File: config.mk
export PLATFORM = sky130hd
export DESIGN_NAME = keypad_scan_ctrl_flat
export DESIGN_NICKNAME = d
export VERILOG_FILES = /design/src/rtl/keypad_if.sv /design/src/rtl/keypad_scan_ctrl.sv /design/src/flat_wrapper.sv
export SDC_FILE = /design/constraint.sdc
export NUM_CORES = 1
export LEC_CHECK = 0
export ABC_AREA = 1
export CAP_MARGIN = 20
export CORE_MARGIN = 3
export CORE_UTILIZATION = 39
export DETAILED_ROUTE_END_ITERATION = 8
export PLACE_DENSITY_LB_ADDON = 0.08
export SLEW_MARGIN = 10
export SYNTH_ARGS = -nofsm -noshare
export SYNTH_HDL_FRONTEND = slang
export SYNTH_SLANG_ARGS = --single-unit
File: constraint.sdc
create_clock -name clk -period 5.56 [get_ports clk]
set_clock_uncertainty 0.05 [all_clocks]
set_input_delay 1.112 -clock clk [delete_from_list [all_inputs] [get_ports clk]]
set_output_delay 1.112 -clock clk [all_outputs]
set_load 0.005 [all_outputs]
File: src/rtl/keypad_if.sv
// Keypad pin and key-event bundle between the scan controller (master)
// and the keypad matrix / display consumer (slave).
interface keypad_if;
    logic [3:0] row;
    logic [3:0] col;
    logic       key_valid;
    logic [3:0] key_code;
    logic       key_ready;
    logic       key_held;
    logic [3:0] digit_new;
    logic [3:0] digit_old;

    modport master (
        input  row,
        input  key_ready,
        output col,
        output key_valid,
        output key_code,
        output key_held,
        output digit_new,
        output digit_old
    );

    modport slave (
        output row,
        output key_ready,
        input  col,
        input  key_valid,
        input  key_code,
        input  key_held,
        input  digit_new,
        input  digit_old
    );
endinterface

File: src/rtl/keypad_scan_ctrl.sv
// 4x4 keypad scanner: column strobe with settle time, press/release debounce,
// one valid/ready key event per press, and a two-digit history for the display.
module keypad_scan_ctrl #(
    parameter int unsigned SETTLE_CYCLES   = 4,
    parameter int unsigned DEBOUNCE_CYCLES = 8
) (
    input  logic     clk,
    input  logic     rst,
    keypad_if.master kp
);

    localparam int unsigned SCNT_W = (SETTLE_CYCLES > 1) ? $clog2(SETTLE_CYCLES) : 1;
    localparam int unsigned DCNT_W = (DEBOUNCE_CYCLES > 1) ? $clog2(DEBOUNCE_CYCLES) : 1;
    localparam logic [SCNT_W-1:0] SCNT_LAST = SCNT_W'(SETTLE_CYCLES - 1);
    localparam logic [DCNT_W-1:0] DCNT_LAST = DCNT_W'(DEBOUNCE_CYCLES - 1);

    typedef enum logic [1:0] {
        SCAN     = 2'd0,
        DB_PRESS = 2'd1,
        HELD     = 2'd2
    } state_e;

    state_e             state_q, state_d;
    logic [3:0]         row_meta_q, row_s_q;
    logic [1:0]         col_idx_q, col_idx_d;
    logic [1:0]         row_idx_q, row_idx_d;
    logic [SCNT_W-1:0]  scnt_q, scnt_d;
    logic [DCNT_W-1:0]  dcnt_q, dcnt_d;
    logic [3:0]         col_q, col_d;
    logic               key_valid_q, key_valid_d;
    logic [3:0]         key_code_q, key_code_d;
    logic               key_held_q, key_held_d;
    logic [3:0]         digit_new_q, digit_new_d;
    logic [3:0]         digit_old_q, digit_old_d;

    function automatic logic [1:0] row_enc(input logic [3:0] r);
        if (r[3])      return 2'd3;
        else if (r[2]) return 2'd2;
        else if (r[1]) return 2'd1;
        else           return 2'd0;
    endfunction

    function automatic logic [3:0] key_decode(input logic [1:0] c, input logic [1:0] r);
        logic [3:0] code;
        case ({c, r})
            4'h0: code = 4'hA;  4'h1: code = 4'h7;  4'h2: code = 4'h4;  4'h3: code = 4'h1;
            4'h4: code = 4'h0;  4'h5: code = 4'h8;  4'h6: code = 4'h5;  4'h7: code = 4'h2;
            4'h8: code = 4'hB;  4'h9: code = 4'h9;  4'hA: code = 4'h6;  4'hB: code = 4'h3;
            4'hC: code = 4'hF;  4'hD: code = 4'hE;  4'hE: code = 4'hD;  default: code = 4'hC;
        endcase
        return code;
    endfunction

    logic       scan_eval_c, row_single_c, press_match_c, release_bit_c;
    logic [3:0] decode_c;

    assign scan_eval_c   = (state_q == SCAN) && (scnt_q == SCNT_LAST);
    assign row_single_c  = $onehot(row_s_q);
    assign press_match_c = (row_s_q == (4'b0001 << row_idx_q));
    assign release_bit_c = row_s_q[row_idx_q];
    assign decode_c      = key_decode(col_idx_q, row_idx_q);

    // Row synchronizer and state register
    always_ff @(posedge clk) begin
        if (rst) begin
            row_meta_q <= 4'b0;
            row_s_q    <= 4'b0;
            state_q    <= SCAN;
        end else begin
            row_meta_q <= kp.row;
            row_s_q    <= row_meta_q;
            state_q    <= state_d;
        end
    end

    // Next-state logic
    always_comb begin
        state_d = state_q;
        case (state_q)
            SCAN:     if (scan_eval_c && row_single_c) state_d = DB_PRESS;
            DB_PRESS: begin
                if (!press_match_c)
                    state_d = SCAN;
                else if (dcnt_q == DCNT_LAST && !key_valid_q)
                    state_d = HELD;
            end
            HELD:     if (!release_bit_c && dcnt_q == DCNT_LAST) state_d = SCAN;
            default:  state_d = SCAN;
        endcase
    end

    // Counters, event handshake and digit history
    always_comb begin
        col_idx_d   = col_idx_q;
        row_idx_d   = row_idx_q;
        scnt_d      = scnt_q;
        dcnt_d      = dcnt_q;
        key_valid_d = key_valid_q;
        key_code_d  = key_code_q;
        digit_new_d = digit_new_q;
        digit_old_d = digit_old_q;

        if (key_valid_q && kp.key_ready)
            key_valid_d = 1'b0;

        case (state_q)
            SCAN: begin
                if (scan_eval_c) begin
                    scnt_d = '0;
                    if (row_single_c) begin
                        row_idx_d = row_enc(row_s_q);
                        dcnt_d    = '0;
                    end else begin
                        col_idx_d = col_idx_q + 2'd1;
                    end
                end else begin
                    scnt_d = scnt_q + SCNT_W'(1);
                end
            end
            DB_PRESS: begin
                if (!press_match_c) begin
                    scnt_d = '0;
                    dcnt_d = '0;
                end else if (dcnt_q != DCNT_LAST) begin
                    dcnt_d = dcnt_q + DCNT_W'(1);
                end else if (!key_valid_q) begin
                    // A pending event is never overwritten; dcnt saturates until it drains.
                    key_valid_d = 1'b1;
                    key_code_d  = decode_c;
                    digit_old_d = digit_new_q;
                    digit_new_d = decode_c;
                    dcnt_d      = '0;
                end
            end
            HELD: begin
                if (release_bit_c) begin
                    dcnt_d = '0;
                end else if (dcnt_q == DCNT_LAST) begin
                    dcnt_d = '0;
                    scnt_d = '0;
                end else begin
                    dcnt_d = dcnt_q + DCNT_W'(1);
                end
            end
            default: ;
        endcase

        col_d      = 4'b0001 << col_idx_d;
        key_held_d = (state_d == HELD);
    end

    always_ff @(posedge clk) begin
        if (rst) begin
            col_idx_q   <= 2'd0;
            row_idx_q   <= 2'd0;
            scnt_q      <= '0;
            dcnt_q      <= '0;
            col_q       <= 4'b0001;
            key_valid_q <= 1'b0;
            key_code_q  <= 4'h0;
            key_held_q  <= 1'b0;
            digit_new_q <= 4'h0;
            digit_old_q <= 4'h0;
        end else begin
            col_idx_q   <= col_idx_d;
            row_idx_q   <= row_idx_d;
            scnt_q      <= scnt_d;
            dcnt_q      <= dcnt_d;
            col_q       <= col_d;
            key_valid_q <= key_valid_d;
            key_code_q  <= key_code_d;
            key_held_q  <= key_held_d;
            digit_new_q <= digit_new_d;
            digit_old_q <= digit_old_d;
        end
    end

    assign kp.col       = col_q;
    assign kp.key_valid = key_valid_q;
    assign kp.key_code  = key_code_q;
    assign kp.key_held  = key_held_q;
    assign kp.digit_new = digit_new_q;
    assign kp.digit_old = digit_old_q;

endmodule

File: src/flat_wrapper.sv
// flat-port wrapper written by rule: the top's interface ports become plain ports
module keypad_scan_ctrl_flat 
#(
    parameter int unsigned SETTLE_CYCLES   = 4,
    parameter int unsigned DEBOUNCE_CYCLES = 8
)
  (clk, rst, kp_row, kp_key_ready, kp_col, kp_key_valid, kp_key_code, kp_key_held, kp_digit_new, kp_digit_old);
  keypad_if kp_i ();
  input  logic clk;
  input  logic rst;
  input wire logic [$bits(kp_i.row)-1:0] kp_row;
  input wire logic [$bits(kp_i.key_ready)-1:0] kp_key_ready;
  output wire logic [$bits(kp_i.col)-1:0] kp_col;
  output wire logic [$bits(kp_i.key_valid)-1:0] kp_key_valid;
  output wire logic [$bits(kp_i.key_code)-1:0] kp_key_code;
  output wire logic [$bits(kp_i.key_held)-1:0] kp_key_held;
  output wire logic [$bits(kp_i.digit_new)-1:0] kp_digit_new;
  output wire logic [$bits(kp_i.digit_old)-1:0] kp_digit_old;
  assign kp_i.row = kp_row;
  assign kp_i.key_ready = kp_key_ready;
  assign kp_col = kp_i.col;
  assign kp_key_valid = kp_i.key_valid;
  assign kp_key_code = kp_i.key_code;
  assign kp_key_held = kp_i.key_held;
  assign kp_digit_new = kp_i.digit_new;
  assign kp_digit_old = kp_i.digit_old;
  keypad_scan_ctrl #(.SETTLE_CYCLES(SETTLE_CYCLES), .DEBOUNCE_CYCLES(DEBOUNCE_CYCLES)) u_core (.clk(clk), .rst(rst), .kp(kp_i));
endmodule
======== Word level (Yosys, flattened, before mapping) ========
Memories as Yosys holds them, arrays and structs flattened. A register that Yosys moved wholly into a read port is not among the register bits.
Index checks and enable logic that the tools add are counted.
word-level totals
  input bits .............................. 7
  latch bits .............................. 0
  memories kept ........................... 1
  flip-flop bits (word level) ............. 29
  bits in read-only memories .............. 64
  bits in writable memories ............... 0
  output and inout bits ................... 18
memories
  name             words  width  rd ports  clocked after Yosys merged registers in  wr ports  RTL line                text
  (no name shown)  16     4      1         1                                        0         keypad_scan_ctrl.sv:45  case ({c, r})
cells by class
  shift-type cells ........................ 2
  bitwise operators ....................... 2
  $add $sub $neg .......................... 6
  muxes and demuxes ....................... 31
  $lt $le $gt $ge ......................... 1
  equality and inequality tests ........... 14
  reduce and logical (&&, ||, !) cells .... 13
  divide/modulo/power cells ............... 0
  multipliers ............................. 0
operators by type and width
  kind                                                                          count
  2-bit 2-to-1 mux                                                              13
  3-bit 2-to-1 mux                                                              7
  2-bit one-hot mux with 3 select lines                                         2
  4-bit AND reduction                                                           3
  3-bit one-hot mux with 3 select lines                                         1
  1-bit by 2-bit << shifter with 4-bit output, first input constant             2
  1-bit 2-to-1 mux                                                              7
  2-bit equality test, second input constant                                    3
  2-bit by 1-bit != test with 1-bit output, second input constant               3
  1-bit logical AND                                                             5
  1-bit by 1-bit adder with 2-bit output                                        2
  2-bit by 1-bit adder with 2-bit output, second input constant                 2
  4-bit equality test                                                           1
  2-bit != test, second input constant                                          2
  4-bit != test, second input constant                                          1
  3-bit by 1-bit adder with 3-bit output, second input constant                 1
  3-bit adder                                                                   1
  3-bit by 1-bit equality test with 1-bit output, second input constant         1
  3-bit equality test, second input constant                                    1
  2-bit by 3-bit less-than comparator with 1-bit output, second input constant  1
  3-bit != test, second input constant                                          1
  3-bit AND reduction                                                           1
  3-bit nonzero test                                                            1
  1-bit binary-select mux with 2-bit select                                     1
  4 further kinds                                                               6

======== Depth between registers and ports, before layout ========
  depth in word-level cells ............... 7
  mapped depth ............................ 13
  gate-level depth less buffers ........... 13

======== Worst setup path before layout ========
OpenSTA, ideal clock, no wires.
  kind .................................... reg2reg
  from .................................... register u_core.row_s_q[2]
  to ...................................... register u_core.key_held_q (netlist: u_core.kp.key_held)
  stages on the path, launching flop included .. 11
  data required time ...................... 5.397 ns
  arrival time ............................ 2.073 ns
  setup slack ............................. 3.324 ns
  path buffers ............................ 0
  setup time .............................. 0.113 ns
  clock period less this slack ............ 2.236 ns
  path through ............................ dfxtp_1 > inv_1 > ha_1 > ha_1 > fa_1 > nor3_2 > inv_1 > nor2_1 > o21ai_0 > nor2_1 > nor2_1
between the ends
  longest elaborated chain between the ends .. 7
  elaborated cells on any way between the ends .. 14
  those cells by class .................... 2 x add/sub; 3 x eq/ne; 6 x mux; 3 x reduce/logical
ends and longest elaborated chain
  what                                                                                                                       RTL line                                        text
  start, declared                                                                                                            keypad_scan_ctrl.sv:24                          logic [3:0] row_meta_q, row_s_q;
  start signal, assigned                                                                                                     keypad_scan_ctrl.sv:71                          row_s_q <= row_meta_q;
  1-bit by 1-bit adder with 2-bit output (implied by the code) or 1-bit binary-select mux with 2-bit select (tied branches)  keypad_scan_ctrl.sv:58, keypad_scan_ctrl.sv:60
  3-bit adder (implied by the code) or 1-bit 2-to-1 mux (tied branches)                                                      keypad_scan_ctrl.sv:58, keypad_scan_ctrl.sv:60
  3-bit by 1-bit equality test with 1-bit output or 1-bit zero test (tied branches)                                          keypad_scan_ctrl.sv:58, keypad_scan_ctrl.sv:87
  1-bit logical AND, on equally long branches                                                                                keypad_scan_ctrl.sv:80, keypad_scan_ctrl.sv:87
  2-bit 2-to-1 mux, on equally long branches                                                                                 keypad_scan_ctrl.sv:80, keypad_scan_ctrl.sv:87
  2-bit one-hot mux with 3 select lines (*)                                                                                  keypad_scan_ctrl.sv:79                          case (state_q)
  2-bit equality test (*)                                                                                                    keypad_scan_ctrl.sv:149                         key_held_d = (state_d == HELD);
  end signal, assigned                                                                                                       keypad_scan_ctrl.sv:172                         key_held_q <= key_held_d;
  end, declared                                                                                                              keypad_scan_ctrl.sv:32                          logic key_held_q, key_held_d;
Mark *: on every way between the ends. The rest lies on a longest branch, timed or not. The select of a mux whose other input is x is not followed.
A chain may end at the register's enable or synchronous reset.

======== Final worst setup path ========
Ends and elaborated chain as after synthesis.

==> impl_summary.txt <==
----------------------------------------------------
[Run status]
  Run status ... finished clean

[Power and ir drop]
  Sequential group share of total power ... just over 50%
  Switching power share of the total ... a little over a quarter
  Switching power total ... 129 µW
  Cell internal pwr ... 364 µW
  Max IR drop VDD ... 0.166 mV
  Share of total power in combinational logic ... 14.0%
  Power density of the placed cells ... 234 mW/mm²
  Clock group share of total power ... 34.2%
  Leakage dissipation ... 0.990 nW

[STA]
  Final setup fails ... 0
  Slew margin rel. ... 64.8%
  Fmax ... 395 MHz
  Final worst path period share ... 45.6%
  Final-report hold violation count ... 0
  Final Max Tran Viols ... 0
  Final sum of negative setup slack ... 0 ps
  Transition time of the tightest slew-check pin ... between 500 and 600 ps
  Worst hold-check slack ... 352 ps
  Final critical path time including I/O delays and setup ... 2530 ps
  Setup repair after global routing missed its margin ... false

[Drt]
  Post-DR vias/cell ... 4.55
  Number of detailed-route iterations in the first pass ... 4
  Via Count ... 1438
  Number of DRC violations after detailed routing ... 0
  Routed WL ... 3.27 mm
  Antenna-violating nets left ... 0
  DRT iter0 DRCs ... 74
  Routed wire per std cell ... between 10 and 15 µm

[Final layout]
  Most common library cell in the layout ignoring fill and taps ... sky130_fd_sc_hd__nor2_1
  Final standard cell count with taps included and fillers excluded ... 316
  Most frequent cells in the layout ... sky130_fd_sc_hd__nor2_1, sky130_fd_sc_hd__nand2_1, sky130_fd_sc_hd__inv_1
  Post-layout utilization of the core ... 50.1%
  Number of nets in the final layout ... 290
  Antenna cells ... 0
  Share of cells above drive strength 1 ... under 10%
  Post-route cell area ... 0.00210 mm²
  Relative area change from synthesis to final layout ... 18.5%

[Floorplan]
  Total I/O pin count ... 25
  Starting density of the core ... 42.3%
  Standard cell core area ... about 0.0042 mm²
  Full die area ... 0.00540 mm²
  Horiz. Die Dim ... roughly 73 µm
  Row count ... 23
  Die extent in y ... 73.5 µm

[Worst setup path]
  Most used cell, CP ... sky130_fd_sc_hd__nor2_1
  Delay of the slowest cell on the worst path ... 460 ps
  Kind of launch point of the worst setup path ... register
  Crit path arrival time ... 2660 ps
  Critical path buffer and inverter count ... 2
  Crit-path cells ... inv_1, ha_1, ha_1, fa_1, nor3_2, inv_1, nor2_1, o21ai_0, nor2_1, nor2_1
  Kind of critical path ... reg2reg
  Data required time of the critical path ... about 5700 ps
  Critical path's slowest cell ... sky130_fd_sc_hd__fa_1
  Top fanout value on the critical path ... 5
  Sort of element at the end of the critical path ... register
  Cell family with most CP delay ... adder cells

[Logic synthesis]
  Area share of the largest cell type after synthesis ... 37.2%
  Unique masters post-synth ... 26
  Syn. warnings ... 0
  Area leader, netlist ... sky130_fd_sc_hd__dfxtp_1
  Mean instance size in the synthesized netlist ... 7.34 µm²
  Synthesized netlist net count ... between 200 and 300
  Synth area leaders ... sky130_fd_sc_hd__dfxtp_1, sky130_fd_sc_hd__ha_1, sky130_fd_sc_hd__nor2_1
  Number of flip-flops and latches in the synthesized netlist ... 33
  Register area share after synthesis ... 37.2%
  Number of instances in the synthesized netlist ... 242
  Area of the mapped netlist ... approximately 0.0018 mm²

[Placed design]
  Placement-stage cell area ... 0.00202 mm²
  Gp weighted congestion ... 0.791
  PortBufs ... 24
  Sum of net half-perimeters after detailed placement ... 2.53 mm
  Instance count after placement with tap cells included ... between 300 and 400

[CTS]
  Resized cells post-CTS ... 0
  Clock-pin transition on the worst setup and hold timing paths ... 70 ps
  Clock tree from TritonCTS ... yes
  Setup fix buffers added after clock tree synthesis ... 0
  CTS max path bufs ... 2
  Clock latency of the later-clocked register in the worst-skew pair ... 280 ps
  Cts bufs inserted ... 5
  Count of clock tree sinks ... 33
  H-tree lvl count ... 2
  Number of hold buffers added after cts ... 0
  Root buffer cell ... sky130_fd_sc_hd__clkbuf_8

[Min path]
  Path class of the lowest-slack min-delay path ... reg2reg

[Run]
  Max-Cap Viols ... 0

[GRT]
  Vias in the first global route ... 1322
  Overflow after GRT ... 0
  Antenna violations before repair ... 0
  Maximum number of pins on one net before global-route repair ... 17
  GRT Resource Usage Total ... between 10% and 20%
  Global-route wire length before repair ... 5.52 mm

----------------------------------------------------
-- synth_stat cells --
library cell	n
sky130_fd_sc_hd__inv_1	36
sky130_fd_sc_hd__nand2_4	2
sky130_fd_sc_hd__ha_1	17
sky130_fd_sc_hd__xnor2_1	1
sky130_fd_sc_hd__a21oi_1	10
sky130_fd_sc_hd__xor2_1	2
sky130_fd_sc_hd__nor2_4	2
sky130_fd_sc_hd__o21ai_0	13
sky130_fd_sc_hd__nor2_1	55
sky130_fd_sc_hd__o21ai_1	1
sky130_fd_sc_hd__o211ai_1	1
sky130_fd_sc_hd__o22ai_1	2
sky130_fd_sc_hd__clkbuf_1	1
sky130_fd_sc_hd__nand3_2	3
sky130_fd_sc_hd__buf_2	1
sky130_fd_sc_hd__dfxtp_1	33
sky130_fd_sc_hd__nand2_1	39
sky130_fd_sc_hd__nand3_1	4
sky130_fd_sc_hd__inv_2	2
sky130_fd_sc_hd__nor3_2	2
sky130_fd_sc_hd__nor3_1	1
sky130_fd_sc_hd__nand4_1	4
sky130_fd_sc_hd__fa_1	1
sky130_fd_sc_hd__buf_4	5
sky130_fd_sc_hd__buf_6	1
sky130_fd_sc_hd__nand2_2	3
-- sequential cells by signal, indices dropped and copies added, names as in the netlist --
register / cells
u_core.col_idx_q: 2
u_core.dcnt_q: 3
u_core.kp.col: 4
u_core.kp.digit_old: 4
u_core.kp.key_code: 4
u_core.kp.key_held: 1
u_core.kp.key_valid: 1
u_core.row_idx_q: 2
u_core.row_meta_q: 4
u_core.row_s_q: 4
u_core.scnt_q: 2
u_core.state_q: 2
-- path summary, 6_finish.rpt --
kind	end	from	depth (start not counted)	slack, ps
max	u_core.kp.key_held$_SDFF_PP0_	u_core.row_s_q[2]$_SDFF_PP0_	10	3030
min	u_core.row_s_q[2]$_SDFF_PP0_	u_core.row_meta_q[2]$_SDFF_PP0_	2	350
max reg2reg	u_core.kp.key_held$_SDFF_PP0_	u_core.row_s_q[2]$_SDFF_PP0_	10	3030
min reg2reg	u_core.row_s_q[2]$_SDFF_PP0_	u_core.row_meta_q[2]$_SDFF_PP0_	2	350
-- kinds of logic after synthesis --
logic type,after synthesis,share of synthesized area [%]
fa+ha+maj,18,13.1
flops,33,37.2
simple gates,115,29.1
buf+inv,46,11.3
xor+xnor,3,1.48
compound gates,27,7.89
-- layout make-up --
class                           count  area, µm²
Timing Repair Buffer               24        240
Sequential cell                    33        661
Tap cell                           50       62.6
Clock inverter                      2       10.0
Fill cell                         433       2100
Clock buffer                        6       72.6
Multi-Input combinational cell    163        916
Inverter                           38        143
-- layer usage --
| metal | wire length, µm | track usage (%) |
|---|---|---|
| met2 | 1470 | 22.4 |
| met5 | 0 | 0 |
| met3 | 164 | 3.69 |
| met1 | 1590 | 15.7 |
| met4 | 45 | 6.04 |
-- power groups by stage --
stage | Combinational [mW] | Clock (mW) | Sequential, mW
floorplan | 0.0515 | 0 | 0.258
global placement | 0.0690 | 0 | 0.261
detailed placement | 0.0700 | 0 | 0.261
CTS | 0.0702 | 0.175 | 0.256
global route | 0.0810 | 0.185 | 0.257
finish | 0.0689 | 0.169 | 0.256
-- per-stage QoR --
stage,worst slack [ps],total power [mW]
final,3030,0.493
after global routing,2790,0.523
after CTS,2990,0.501
after detailed placement,2830,0.331
after global placement,2850,0.330
after floorplan,3320,0.310
-- tightest hold or removal path: cells and delay by family, from the launching register on --
family        cells  cell delay, ps
flops             1             300
buf+inv           1              40
simple gates      1              30
Power figures use the tool's default switching activity.
